**config.mk**
```make
export PLATFORM = sky130hd
export DESIGN_NAME = i2s_tx_serializer
export DESIGN_NICKNAME = d
export VERILOG_FILES = /design/src/rtl/i2s_tx_serializer.sv
export SDC_FILE = /design/constraint.sdc
export NUM_CORES = 1
export LEC_CHECK = 0
export ABC_AREA = 1
export CAP_MARGIN = 20
export CORE_MARGIN = 5
export CORE_UTILIZATION = 38
export CTS_BUF_LIST = sky130_fd_sc_hd__clkbuf_2 sky130_fd_sc_hd__clkbuf_4 sky130_fd_sc_hd__clkbuf_8
export CTS_CLUSTER_SIZE = 30
export DETAILED_ROUTE_END_ITERATION = 16
export SLEW_MARGIN = 20
export SYNTH_ARGS = -nofsm -noshare
export SYNTH_HDL_FRONTEND = slang
export SYNTH_SLANG_ARGS = --single-unit
```
**constraint.sdc**
```tcl
create_clock -name clk -period 2.2 [get_ports clk]
set_input_delay 0.33 -clock clk [delete_from_list [all_inputs] [get_ports clk]]
set_output_delay 0.33 -clock clk [all_outputs]
set_load 0.1 [all_outputs]
```
**src/rtl/i2s_tx_serializer.sv**
```systemverilog
// Transmit-side I2S data stage: buffers stereo pairs in a small FIFO and
// serializes them MSB-first on i2s_data, aligned to the audio_timing strobes.
module i2s_tx_serializer #(
   parameter int SAMPLE_WIDTH    = 16,
   parameter int FIFO_DEPTH      = 4,
   parameter int UNDERRUN_REPEAT = 0
) (
   input  logic                          clk,
   input  logic                          reset_n,
   input  logic                          sample_valid,
   output logic                          sample_ready,
   input  logic [SAMPLE_WIDTH-1:0]       sample_left,
   input  logic [SAMPLE_WIDTH-1:0]       sample_right,
   input  logic                          i2s_lrclk,
   input  logic                          i2s_data_shift_strobe,
   input  logic                          i2s_data_load_strobe,
   output logic                          i2s_data,
   output logic [$clog2(FIFO_DEPTH):0]   fifo_level,
   output logic                          underrun,
   output logic [15:0]                   underrun_count
);
   localparam int PTR_W   = $clog2(FIFO_DEPTH);
   localparam int LEVEL_W = PTR_W + 1;

   logic [SAMPLE_WIDTH-1:0] left_mem_r  [FIFO_DEPTH];
   logic [SAMPLE_WIDTH-1:0] right_mem_r [FIFO_DEPTH];
   logic [PTR_W-1:0]        wr_ptr_r;
   logic [PTR_W-1:0]        rd_ptr_r;
   logic [LEVEL_W-1:0]      level_r;
   logic [LEVEL_W-1:0]      level_next_s;
   logic [15:0]             shift_r;
   logic [15:0]             shift_next_s;
   logic [15:0]             load_word_s;
   logic [SAMPLE_WIDTH-1:0] held_right_r;
   logic [SAMPLE_WIDTH-1:0] held_next_s;
   logic [SAMPLE_WIDTH-1:0] last_left_r;
   logic [SAMPLE_WIDTH-1:0] last_right_r;
   logic                    ready_s;
   logic                    push_s;
   logic                    left_load_s;
   logic                    right_load_s;
   logic                    pop_s;
   logic                    underrun_s;
   logic                    underrun_r;
   logic [15:0]             underrun_count_r;

   // Left-justify a channel word in the 16-bit shift register, zero-padding the LSBs.
   function automatic logic [15:0] align_word(input logic [SAMPLE_WIDTH-1:0] word);
      logic [15:0] aligned;
      aligned = 16'h0000;
      aligned[15 -: SAMPLE_WIDTH] = word;
      return aligned;
   endfunction

   assign ready_s      = (level_r < LEVEL_W'(FIFO_DEPTH));
   assign push_s       = sample_valid && ready_s;
   assign left_load_s  = i2s_data_load_strobe && !i2s_lrclk;
   assign right_load_s = i2s_data_load_strobe && i2s_lrclk;
   // Pop and underrun both look at the registered level, so a same-edge push is invisible to them.
   assign pop_s        = left_load_s && (level_r != {LEVEL_W{1'b0}});
   assign underrun_s   = left_load_s && (level_r == {LEVEL_W{1'b0}});

   // Next FIFO occupancy from this edge's push/pop pair.
   always_comb begin
      level_next_s = level_r;
      case ({push_s, pop_s})
         2'b10:   level_next_s = level_r + LEVEL_W'(1);
         2'b01:   level_next_s = level_r - LEVEL_W'(1);
         default: level_next_s = level_r;
      endcase
   end

   // Word selected by a load event and the right word held for the following half-frame.
   always_comb begin
      load_word_s = 16'h0000;
      held_next_s = held_right_r;
      if (left_load_s) begin
         if (pop_s) begin
            load_word_s = align_word(left_mem_r[rd_ptr_r]);
            held_next_s = right_mem_r[rd_ptr_r];
         end else if (UNDERRUN_REPEAT != 0) begin
            load_word_s = align_word(last_left_r);
            held_next_s = last_right_r;
         end else begin
            load_word_s = 16'h0000;
            held_next_s = {SAMPLE_WIDTH{1'b0}};
         end
      end else if (right_load_s) begin
         load_word_s = align_word(held_right_r);
         held_next_s = held_right_r;
      end else begin
         load_word_s = 16'h0000;
         held_next_s = held_right_r;
      end
   end

   // Shift register update; a load on the same edge as a shift takes priority.
   always_comb begin
      shift_next_s = shift_r;
      if (i2s_data_load_strobe) begin
         shift_next_s = load_word_s;
      end else if (i2s_data_shift_strobe) begin
         shift_next_s = {shift_r[14:0], 1'b0};
      end else begin
         shift_next_s = shift_r;
      end
   end

   // FIFO storage; contents need no reset because the pointers gate every read.
   always_ff @(posedge clk) begin
      if (push_s) begin
         left_mem_r[wr_ptr_r]  <= sample_left;
         right_mem_r[wr_ptr_r] <= sample_right;
      end
   end

   // Pointers, level, serializer state and underrun bookkeeping.
   always_ff @(posedge clk or negedge reset_n) begin
      if (!reset_n) begin
         wr_ptr_r         <= {PTR_W{1'b0}};
         rd_ptr_r         <= {PTR_W{1'b0}};
         level_r          <= {LEVEL_W{1'b0}};
         shift_r          <= 16'h0000;
         held_right_r     <= {SAMPLE_WIDTH{1'b0}};
         last_left_r      <= {SAMPLE_WIDTH{1'b0}};
         last_right_r     <= {SAMPLE_WIDTH{1'b0}};
         underrun_r       <= 1'b0;
         underrun_count_r <= 16'h0000;
      end else begin
         if (push_s) begin
            wr_ptr_r <= wr_ptr_r + PTR_W'(1);
         end
         if (pop_s) begin
            rd_ptr_r     <= rd_ptr_r + PTR_W'(1);
            last_left_r  <= left_mem_r[rd_ptr_r];
            last_right_r <= right_mem_r[rd_ptr_r];
         end
         level_r      <= level_next_s;
         shift_r      <= shift_next_s;
         held_right_r <= held_next_s;
         underrun_r   <= underrun_s;
         if (underrun_s && (underrun_count_r != 16'hFFFF)) begin
            underrun_count_r <= underrun_count_r + 16'd1;
         end
      end
   end

   assign sample_ready   = ready_s;
   assign i2s_data       = shift_r[15];
   assign fifo_level     = level_r;
   assign underrun       = underrun_r;
   assign underrun_count = underrun_count_r;

endmodule

```
==> flow_summary.json, run 1 <==
{
  "netlist_area_um2": 8033,
  "cp_data_required_time_ns": 2.56,
  "worst_setup_path_start_kind": "register",
  "core_area_um2": 20890,
  "synth_nets": 864,
  "routed-via-count": 5539,
  "synthDistinctLibCells": 28,
  "grt_use_total": 0.1477,
  "critPathArrivalTime_ns": 2.26,
  "clock_skew_ns": 0.01237,
  "clk_pin_slew_worst_paths_ns": 0.10,
  "grt_remaining_overflow": 0,
  "die_h_um": 155.4,
  "initial_core_util": 0.3845,
  "maxSlewViolCount": 0,
  "worst_pin_slew_ns": 0.7352,
  "fin_ws_ns": 0.3052,
  "synth.avg_cell_area_um2": 9.808,
  "grt_max_degree": 43,
  "syn_inst": 819,
  "wl_um": 17070,
  "cts_buffers": 17,
  "ant_nets": 0,
  "antenna_found_initial": 0,
  "synth_edf_count": 128,
  "seq_power_share": 0.440,
  "num_rows": 53,
  "holdWs_ns": 0.4435,
  "async_reset_ff_frac": 0.3043,
  "ir_drop_v": 0.0005566,
  "finalHoldViolCount": 0,
  "n_antenna_cell": 0,
  "areaGrowthSynthToFinish_pct": 18.08,
  "drt_iter0_drc": 295,
  "nNetsFinal": 930,
  "drive_gt1_frac": 0.1158,
  "drc": 0,
  "h-tree-depth": 4,
  "p_switching_uw": 3960,
  "cap_violations": 0,
  "relSlewSlack": 0.5099,
  "crit_type": "register to register",
  "max_clock_freq_ghz": 0.5278,
  "insertion_delay_ns": 0.47,
  "cts.sink_count": 184,
  "ff2ff_path_depth": 8,
  "wl_per_cell_um": 14.55,
  "dpl_cell_area_um2": 9036,
  "num_io_pins": 60,
  "dp_slack_ns": -0.02066,
  "dieArea_um2": 24150,
  "drtPass1Iterations": 5,
  "pwr-share-comb": 0.323,
  "power_uw": 10500,
  "setup.worst_path.end_class": "register",
  "ys_seq_elements": 184,
  "vias_per_cell": 4.722,
  "fin_crit_sh": 0.8613,
  "first_global_vias": 5493,
  "synthFlopType": "edfxtp_1",
  "worstPathMaxFanout": 18,
  "place.gp.congestion": 0.7503,
  "dpl.hpwl_um": 10440,
  "yosysWarnings": 0,
  "clockBufferDepth": 2,
  "setup_viol": 0,
  "r2r_start": "underrun_count[0]$_DFFE_PN0P_",
  "reg2reg_setup_slack_ns": 0.31,
  "rsz0062_at_grt": "false",
  "p_clk_frac": 0.237,
  "cts_tree": "built",
  "powerDensity_nw_per_um2": 1107,
  "period_needed_ns": 1.895,
  "postCtsResizedCells": 0,
  "cellLeakagePower_uw": 0.004059,
  "final_cell_area_um2": 9485,
  "netSwitchingFraction": 0.3773,
  "p_int_uw": 6537,
  "root_buffer": "clkbuf_8",
  "tns_ns": 0,
  "r2r_end": "underrun_count[14]$_DFFE_PN0P_",
  "io_buffers": 59,
  "grt_pass1_wl_um": 28230,
  "yosysSeqAreaShare": 0.6530,
  "status": "completed",
  "fp.dieW_um": 155.4,
  "hold_class": "primary input to asynchronous set/reset pin"
}
-- cells in the mapped netlist, types with 6 or more instances --
library cell,n,area (µm²)
a21oi_1,17,85.08
buf_2,18,90.09
clkbuf_1,12,45.04
dfrtp_1,56,1401
edfxtp_1,128,3844
ha_1,6,75.07
inv_1,95,356.6
nand2_1,301,1130
nand3_1,87,435.4
nor2_1,29,108.9
o21ai_0,29,145.1
xnor2_1,8,70.07
-- final cells by class --
cell class	count	area (µm²)
inverters	100	382.9
repair buffers	81	760.7
fillers	1994	11400
flip-flops and latches	184	5253
clock buffers	17	234.0
well taps	275	344.1
clock inverters	15	205.2
multi-input cells	501	2306
-- flip-flops by register name, summed over array words and instances, names as in the netlist --
signal / count
underrun: 1
shift_r: 16
left_mem_r: 64
underrun_count: 16
rd_ptr_r: 2
right_mem_r: 64
held_right_r: 16
fifo_level: 3
wr_ptr_r: 2
-- worst max path at each step --
| stage | depth (start not counted) | to | start |
|---|---|---|---|
| 2_1_floorplan | 11 | fifo_level[2]$_DFFE_PN0P_ | fifo_level[2]$_DFFE_PN0P_ |
| 3_3_place_gp | 11 | fifo_level[2]$_DFFE_PN0P_ | i2s_data_load_strobe |
| 3_5_place_dp | 11 | fifo_level[2]$_DFFE_PN0P_ | i2s_data_load_strobe |
| 4_1_cts | 8 | underrun_count[15]$_DFFE_PN0P_ | underrun_count[0]$_DFFE_PN0P_ |
| 5_1_grt | 8 | underrun_count[15]$_DFFE_PN0P_ | underrun_count[0]$_DFFE_PN0P_ |
| 6_report | 8 | underrun_count[14]$_DFFE_PN0P_ | underrun_count[0]$_DFFE_PN0P_ |
-- power by group through the flow --
stage | clock (µW) | combinational, µW | sequential, µW
6_report | 2490 | 3390 | 4610
4_1_cts | 2540 | 3470 | 4620
2_1_floorplan | 0 | 2070 | 5030
3_5_place_dp | 0 | 3460 | 4690
3_3_place_gp | 0 | 3420 | 4680
5_1_grt | 2690 | 3840 | 4680
-- cells by family (layout without fill, tap and decap cells) --
kind of cell             after synthesis  count (layout)  synth area share
buffers and inverters                134             213           0.06776
AND/OR/NAND/NOR                      431             431            0.2217
XOR/XNOR                              11              11           0.01199
AO/OA/AOI/OAI                         52              52           0.03380
adder cells (fa/ha/maj)                7               7           0.01184
flip-flops                           184             184            0.6530
-- layer usage --
layer | GRT usage | up-vias | part of all wire
li1 | - | 2768 | -
met1 | 0.1970 | 2654 | 0.45
met2 | 0.2431 | 100 | 0.50
met4 | 0.04877 | 0 | 0.015
met3 | 0.02865 | 17 | 0.037
met5 | 0 | - | 0
-- worst max-delay path: stages, from the launching register on --
cell      delay (ns)
dfrtp_2         0.44
ha_1            0.28
nand3_2         0.13
clkinv_2        0.10
nand2_4         0.06
o21ai_4         0.46
inv_4           0.17
nand2_1         0.11
nand2_1         0.05
-- through the flow --
stage          std cells  utilization
5_1_grt             1173       0.4541
2_1_floorplan        819            -
4_1_cts             1173       0.4541
3_5_place_dp        1140       0.4326
3_3_place_gp        1140       0.4326
6_report            1173       0.4541
-- what timing repair did --
item	in CTS	in global routing
endpoints found under the hold margin	29	0
setup buffers	0	0
hold buffers	1	0
-- cell usage in the layout (no fill, tap or decap), types with 2 or more instances in the layout --
cell | netlist | routed
o21ai_0 | 29 | 27
nand3_1 | 87 | 86
clkinv_4 | 0 | 2
nor2_1 | 29 | 25
nor2_4 | 2 | 6
inv_8 | 0 | 3
edfxtp_1 | 128 | 128
bufinv_16 | 0 | 3
dfrtp_1 | 56 | 52
inv_2 | 2 | 3
xnor2_1 | 8 | 8
nor2_2 | 2 | 2
nand2_1 | 301 | 299
o21ai_1 | 5 | 7
inv_6 | 0 | 5
clkinv_1 | 1 | 2
xor2_1 | 3 | 3
dfrtp_2 | 0 | 3
buf_12 | 0 | 5
a21oi_1 | 17 | 17
clkbuf_8 | 0 | 17
ha_1 | 6 | 5
buf_4 | 0 | 38
nand4_1 | 5 | 5
inv_1 | 95 | 93
nand2_2 | 3 | 5
clkdlybuf4s50_1 | 0 | 36
Power figures use the tool's default switching activity.
==> run 2: changes to the inputs <==
Settings changed: CTS_CLUSTER_SIZE 30 to default.
==> results of run 2 <==
No change in the layout: final DEF, timing and power equal those of run 1.
